--- config.mk ---
export PLATFORM = sky130hd
export DESIGN_NAME = ternary_full_add
export DESIGN_NICKNAME = d
export VERILOG_FILES = /design/src/rtl/ternary_full_add.sv
export SDC_FILE = /design/constraint.sdc
export NUM_CORES = 1
export LEC_CHECK = 0
export CAP_MARGIN = 20
export CORE_AREA = 10 10 47 49
export DETAILED_ROUTE_END_ITERATION = 6
export DIE_AREA = 0 0 57 59
export PLACE_DENSITY_LB_ADDON = 0.15
export SYNTH_ARGS = -nofsm -noshare
export SYNTH_HDL_FRONTEND = slang
export SYNTH_SLANG_ARGS = --single-unit
--- constraint.sdc ---
create_clock -name clk -period 2.4 [get_ports clk]
set_clock_uncertainty 0.15 [all_clocks]
set_input_delay 0.48 -clock clk [delete_from_list [all_inputs] [get_ports clk]]
set_output_delay 0.48 -clock clk [all_outputs]
set_load 0.05 [all_outputs]
--- src/rtl/ternary_full_add.sv ---
// Registered unsigned ternary adder over binary-coded trits (00=0, 01=1, 10=2).
// NTRITS trits ripple combinationally from carry-in C; result lands one cycle after in_valid.
module ternary_full_add #(
  parameter int unsigned NTRITS = 1
) (
  input  logic                  clk,
  input  logic                  rst_n,
  input  logic                  in_valid,
  input  logic [2*NTRITS-1:0]   A,
  input  logic [2*NTRITS-1:0]   B,
  input  logic [1:0]            C,
  output logic [2*NTRITS-1:0]   sum,
  output logic [1:0]            c_out,
  output logic                  out_valid,
  output logic                  err
);

  logic [2*NTRITS-1:0] sum_d;
  logic [1:0]          carry;
  logic                illegal;
  logic [1:0]          a_t;
  logic [1:0]          b_t;
  logic [2:0]          t;

  // Ripple chain; illegal trits may produce garbage here but the result is discarded.
  always_comb begin
    sum_d   = '0;
    carry   = C;
    illegal = C[1];
    a_t     = '0;
    b_t     = '0;
    t       = '0;
    for (int unsigned i = 0; i < NTRITS; i++) begin
      a_t     = A[2*i +: 2];
      b_t     = B[2*i +: 2];
      illegal = illegal | (&a_t) | (&b_t);
      t       = 3'(a_t) + 3'(b_t) + 3'(carry);
      if (t >= 3'd3) begin
        sum_d[2*i +: 2] = 2'(t - 3'd3);
        carry           = 2'b01;
      end else begin
        sum_d[2*i +: 2] = t[1:0];
        carry           = 2'b00;
      end
    end
  end

  always_ff @(posedge clk or negedge rst_n) begin
    if (!rst_n) begin
      sum       <= '0;
      c_out     <= '0;
      out_valid <= 1'b0;
      err       <= 1'b0;
    end else if (in_valid) begin
      out_valid <= 1'b1;
      if (illegal) begin
        sum   <= '0;
        c_out <= '0;
        err   <= 1'b1;
      end else begin
        sum   <= sum_d;
        c_out <= carry;
        err   <= 1'b0;
      end
    end else begin
      out_valid <= 1'b0;
    end
  end

endmodule

==> metrics.cfg, run 1 <==
[synthesis]
async_s_r_ff_share_synth_pct = 100.0
synth.most_common_cell = inv_1
postSynthCellCount = 30
synth_ff_type = dfrtp_1
synth-seq-area-share_pct = 39.06
ys_seq_elements = 5
synthDominantCellAreaShare_pct = 39.06
syn_nets = 43
synth.top_cells.by_area = dfrtp_1 39%, fa_1 13%, inv_1 9.4%
yosys_warnings = 0
synth.distinct_cells = 15
yosys.area.top_type = dfrtp_1
synthesis.area_um2 = 320.3
post_synth_edffs = 0
synth.top_cells.by_count = 8 x inv_1, 5 x dfrtp_1
syn-mean-instance-area_um2 = 10.68

[worst_setup_path]
critical_path_required_ns = 2.36
critPathMaxFanout = 3
r2r.worst_path.cells = 1
endpoint_kind_of_the_worst_setup_timing_path = register
critical_path_class = input pin to register
crit_path_start_kind = input pin
worst-endpoint-arrival_ns = 2.30

[layout]
fin_cells = 67
num-fill-cells = 153
antenna-diode-count = 0
layout-area-overhead-vs-synth_pct = 75.39
nets = 65
final_layout_size_suffix_gt1_share_pct = 33.33

[sta]
unrepaired_setup_endpoints_after_global_routing = false
timing.final.crit_share_pct = 97.25
report.final.slew_viol_count = 0
achievable-frequency_mhz = 428.5
final_hold_viol_count = 0
final-setup-viol-count = 0
tightestPinTransition_ns = 0.5101
slew_headroom_pct = 65.89
final_critical_path_required_period_ns = 2.334

[route]
count_of_nets_left_with_antenna_violations_after_detail_routing = 0
route.layer.met1.wl_um = 295
initialDrtViolationCount = 3
avgViaCountPerCell = 4.209
routed_wl_um = 870
first_pass_iters = 2
routedWlPerCell_um = 12.99
detail_route.drc_violations = 0
top_layer = met4
route.met2.wl_um = 491
wl_met3_um = 57
count_of_vias_placed_by_the_detailed_router = 282

[die]
floorplan.core_area_um2 = 1401
die_area_um2 = 3363
dieHeight_um = 59
floorplan.io_pins = 15
placementRows = 14
fp.dieW_um = 57
initial_core_util_pct = 22.86

[global_route]
overflow = 0
grt_pass1_vias = 357
groute.usage.overall_pct = 6.603
antenna_found_initial = 0
grt_start_max_net_pins = 7
grt_first_pass_wirelength_mm = 1.580

[place]
dp.cells = 61
detailedPlacementHpwl_um = 676.8
gp_congestion = 0.7044
numPortBuffers = 13

[power_and_ir_drop]
report.power.total_w = 0.0003959
power.share.combinational_pct = 50.5
switching_power_as_a_share_of_total_power_pct = 35.84
power.share.clock_pct = 24.4
power_switching_w = 0.0001419
internal-power_w = 0.0002540
leakagePower_nw = 0.2544
p_per_area_nw_per_um2 = 704.7
power.sequential.fraction_pct = 25.1
irDropWorstVdd_mv = 0.1985

[clock_tree]
htree_num_levels = 1
clkSinkCount = 5
cts_root_buffer = clkbuf_4
cts_buffers = 3
tritoncts = built
clock_insertion_delay_worst_skew_ns = 0.24
worst_setup_hold_path_clk_slew_ns = 0.04
clock_tree.buffer_depth = 2

[outcome]
outcome = complete, no violations

[job]
count_of_max_cap_constraint_violations = 0

[hold_path]
hold_path_class = input pin to async pin

per-layer routing:
layer	vias to the layer above	GRT usage, %
li1	134	-
met1	134	4.699
met2	12	11.01
met3	2	3.219
met4	0	9.060
met5	-	0
path summary, 6_finish.rpt:
kind / from / end / slack, ns
min reg2reg: err / err / 0.33
max in group asynchronous: rst_n / sum[1] / 1.59
min in group clk: err / err / 0.33
min: rst_n / err / 0.31
max reg2reg: err / err / 1.61
max: B[1] / sum[0] / 0.07
kinds of logic after synthesis:
family	after synthesis	share of synthesized area [%]
AO/OA/AOI/OAI	5	14.06
AND/OR/NAND/NOR	3	5.079
buffers and inverters	9	11.72
XOR/XNOR	2	5.470
multiplexers	1	3.125
adder cells (fa/ha/maj)	4	20.31
other	1	1.171
flip-flops	5	39.06
state kept, by name, indices dropped and copies added, names as in the netlist:
signal / count
sum: 2
out_valid: 1
err: 1
c_out: 1
critical path, stage by stage:
cell           delay, ns
dlygate4sd2_1       0.26
fa_1                0.58
ha_4                0.22
buf_4               0.14
a211oi_4            0.26
buf_4               0.17
xnor2_2             0.10
o22ai_2             0.08
final cells by class:
class                           instances  area [um2]  share of cell area [%]
Multi-Input combinational cell         16       200.2                   35.63
Timing Repair Buffer                   18       160.2                   28.51
Sequential cell                         5       125.1                   22.27
Inverter                                8       30.03                   5.345
Clock buffer                            4       26.28                   4.677
Tap cell                               16       20.02                   3.563
timing repair:
action	4_1_cts	5_1_grt
gates resized for setup	15	0
hold buffers	0	0
cloned	0	0
setup endpoints to repair	3	1
pin swaps	4	3
buffers inserted	2	0
power by group through the flow:
stage	registers, W	clock network [W]	logic [W]
after global placement	0.000100	0	0.000156
final	0.0000995	0.0000965	0.000200
after CTS	0.0000998	0.000104	0.000198
after global routing	0.000101	0.000116	0.000216
after detailed placement	0.000101	0	0.000159
after floorplan	0.000137	0	0.0000606
placed cells by master (no fill, tap or decap):
cell             count
clkdlybuf4s50_1      7
dlygate4sd2_1        6
inv_1                5
dfrtp_1              5
buf_4                5
inv_2                3
clkbuf_4             3
nand2_1              2
o22ai_1              2
ha_4                 2
nand4b_1             1
xor2_1               1
a211oi_4             1
mux2i_1              1
o21a_1               1
xnor2_2              1
o22ai_2              1
fa_2                 1
fa_1                 1
conb_1               1
clkbuf_1             1
stage by stage:
step	cell area [um2]	util, %	setup TNS (ns)	hold slack [ns]	worst slack [ns]
2_1_floorplan	320.3	-	0	0.03441	0.1229
3_3_place_gp	485.5	34.64	-1.005	0.3109	-0.3744
5_1_grt	561.8	40.09	0	0.3067	0.004992
3_5_place_dp	485.5	34.64	-1.151	0.3252	-0.4545
6_report	561.8	40.09	0	0.3135	0.06604
4_1_cts	561.8	40.09	0	0.3068	0.08896
(Power assumes the default switching activity.)
==> run 2, diff against run 1 <==
--- a/config.mk
+++ b/config.mk
@@ -7,9 +7,11 @@
 export LEC_CHECK = 0
 export CAP_MARGIN = 20
 export CORE_AREA = 10 10 47 49
+export CTS_CLUSTER_SIZE = 14
 export DETAILED_ROUTE_END_ITERATION = 6
 export DIE_AREA = 0 0 57 59
-export PLACE_DENSITY_LB_ADDON = 0.15
+export PLACE_DENSITY = 0.62
+export SLEW_MARGIN = 10
 export SYNTH_ARGS = -nofsm -noshare
 export SYNTH_HDL_FRONTEND = slang
 export SYNTH_SLANG_ARGS = --single-unit
==> metrics.cfg, run 2 (synthesis results as in run 1) <==
[worst_setup_path]
critical_path_class = input pin to register  ; unchanged
crit_path_start_kind = input pin  ; unchanged
critical_path.reg2reg.endpoint = err  ; unchanged
cp_slowest_stage_delay_ns = 0.45  ; was 0.58 ns
critical_path_required_ns = 2.38  ; was 2.36 ns
critPathMaxFanout = 2  ; was 3
register_to_register_setup_slack_ns = 1.61  ; about the same
crit-reg2reg-launch = err  ; unchanged
worst-endpoint-arrival_ns = 2.31  ; was 2.30 ns
worst_path_most_repeated_cell = inv_1  ; was buf_4
critPathSlowestCell = clkdlybuf4s50_1  ; was fa_1
r2r.worst_path.cells = 1  ; unchanged
endpoint_kind_of_the_worst_setup_timing_path = register  ; unchanged
crit_chain = clkdlybuf4s50_1 -> inv_1 -> fa_2 -> inv_1 -> ha_4 -> ha_2 -> a211oi_2 -> buf_4 -> xnor2_2 -> o22ai_2  ; was dlygate4sd2_1 -> fa_1 -> ha_4 -> buf_4 -> a211oi_4 -> buf_4 -> xnor2_2 -> o22ai_2

[route]
route.layer.met1.wl_um = 246  ; was 295 um
routed_wl_um = 747  ; was 870 um
wl_met3_um = 75  ; was 57 um
route.met2.wl_um = 425  ; was 491 um
initialDrtViolationCount = 2  ; was 3
top_layer = met3  ; was met4
routedWlPerCell_um = 11.32  ; was 12.99 um
first_pass_iters = 2  ; unchanged
avgViaCountPerCell = 4.045  ; was 4.209
detail_route.drc_violations = 0  ; unchanged
count_of_nets_left_with_antenna_violations_after_detail_routing = 0  ; unchanged
count_of_vias_placed_by_the_detailed_router = 267  ; was 282

[power_and_ir_drop]
irDropWorstVdd_mv = 0.1522  ; was 0.1985 mV
power.share.combinational_pct = 46.4  ; was 50.5%
switching_power_as_a_share_of_total_power_pct = 36.24  ; was 35.84%
p_per_area_nw_per_um2 = 689.6  ; was 704.7 nW/um2
power_switching_w = 0.0001348  ; was 0.0001419 W
leakagePower_nw = 0.2515  ; was 0.2544 nW
power.sequential.fraction_pct = 26.6  ; was 25.1%
internal-power_w = 0.0002371  ; was 0.0002540 W
power.share.clock_pct = 27.0  ; was 24.4%

[sta]
timing.final.crit_share_pct = 96.94  ; was 97.25%
report.final.slew_viol_count = 0  ; unchanged
slew_headroom_pct = 66.72  ; was 65.89%
final_hold_viol_count = 0  ; unchanged
final_critical_path_required_period_ns = 2.327  ; was 2.334 ns
tightestPinTransition_ns = 0.4977  ; was 0.5101 ns
finalHoldWorstSlack_ns = 0.3001  ; was 0.3135 ns
final-setup-viol-count = 0  ; unchanged
unrepaired_setup_endpoints_after_global_routing = false  ; unchanged
setup-tns-final_ns = 0  ; unchanged
achievable-frequency_mhz = 429.8  ; was 428.5 MHz

[layout]
top_register = sum  ; unchanged
layout-area-overhead-vs-synth_pct = 68.36  ; was 75.39%
mostFrequentLayoutCells = 8 x inv_1, 8 x clkdlybuf4s50_1, 5 x dfrtp_1, 5 x dlygate4sd2_1, 4 x buf_4  ; was 7 x clkdlybuf4s50_1, 6 x dlygate4sd2_1, 5 x inv_1, 5 x dfrtp_1, 5 x buf_4
nets = 64  ; was 65
antenna-diode-count = 0  ; unchanged
final_core_util_pct = 38.48  ; was 40.09%
number_of_flip_flops_under_the_largest_register_name = 2  ; unchanged
final_layout_size_suffix_gt1_share_pct = 28.00  ; was 33.33%

[place]
numPortBuffers = 13  ; unchanged
detailedPlacementHpwl_um = 634  ; was 676.8 um
gp_congestion = 0.7192  ; was 0.7044

[clock_tree]
cts_buffers = 3  ; unchanged
cts-hold-fix-buffers = 0  ; unchanged
clock_tree.buffer_depth = 2  ; unchanged
postCtsSetupRepairBufs = 0  ; was 2
clock_insertion_delay_worst_skew_ns = 0.24  ; about the same
tritoncts = built  ; unchanged
cts_root_buffer = clkbuf_4  ; unchanged
clkSinkCount = 5  ; unchanged
worst_setup_hold_path_clk_slew_ns = 0.05  ; was 0.04 ns
htree_num_levels = 1  ; unchanged

[die]
placementRows = 14  ; unchanged
floorplan.io_pins = 15  ; unchanged
die_area_um2 = 3363  ; unchanged
floorplan.core_area_um2 = 1401  ; unchanged
dieHeight_um = 59  ; unchanged
initial_core_util_pct = 22.86  ; unchanged
fp.dieW_um = 57  ; unchanged

[hold_path]
hold_path_class = input pin to async pin  ; unchanged

[global_route]
antenna_found_initial = 0  ; unchanged
groute.usage.overall_pct = 4.484  ; was 6.603%
grt_pass1_vias = 273  ; was 357
overflow = 0  ; unchanged
grt_start_max_net_pins = 7  ; unchanged
grt_first_pass_wirelength_mm = 1.173  ; was 1.580 mm

[outcome]
outcome = complete, no violations  ; unchanged

[job]
count_of_max_cap_constraint_violations = 0  ; unchanged

run 2: how the worst max path moves through the flow:
stage / from / endpoint / cells after the start
after detailed placement: B[1] / sum[0] / 8
after global placement: B[1] / sum[0] / 8
final: C[0] / sum[0] / 10
after floorplan: A[1] / sum[1] / 6
after CTS: C[0] / sum[0] / 10
after global routing: C[0] / sum[0] / 10
run 2: critical path: cells and delay by family:
kind	cells	cell delay (ns)
buffers and inverters	4	0.77
XOR/XNOR	1	0.10
adder cells (fa/ha/maj)	3	0.69
AO/OA/AOI/OAI	2	0.27
run 2: what timing repair did:
item / CTS / global route
pin swaps: 4 / 2
setup endpoints to repair: 3 / 3
gates resized for setup: 8 / 1
run 2: power by group through the flow:
stage | Sequential (W) | Combinational [W] | Clock, W
after global placement | 0.000100 | 0.000162 | 0
after detailed placement | 0.000101 | 0.000163 | 0
final | 0.0000990 | 0.000173 | 0.000100
after floorplan | 0.000137 | 0.0000606 | 0
after CTS | 0.0000991 | 0.000169 | 0.000106
after global routing | 0.000101 | 0.000188 | 0.000109
run 2: final cells by class:
cell class,count,area [um2]
fill,151,862.1
clock inverter,1,5.005
tap,16,20.02
timing repair buffer,17,153.9
sequential,5,125.1
multi-input combinational,16,182.7
clock buffer,3,22.52
inverter,8,30.03
run 2: metal layers:
metal / vias to the layer above / track usage (%)
li1: 132 / -
met1: 127 / 4.000
met2: 8 / 6.822
met3: 0 / 3.004
met4: 0 / 4.027
met5: - / 0
run 2: through the flow:
stage          setup slack (ns)   power, W  cells  cell area (um2)
2_1_floorplan            0.1229  0.0001971     30            320.3
3_3_place_gp            -0.3825  0.0002626     62            493.0
3_5_place_dp            -0.3836  0.0002643     62            493.0
4_1_cts                 0.01014  0.0003745     66            526.8
5_1_grt                0.004503  0.0003979     66            539.3
6_report                0.07338  0.0003719     66            539.3
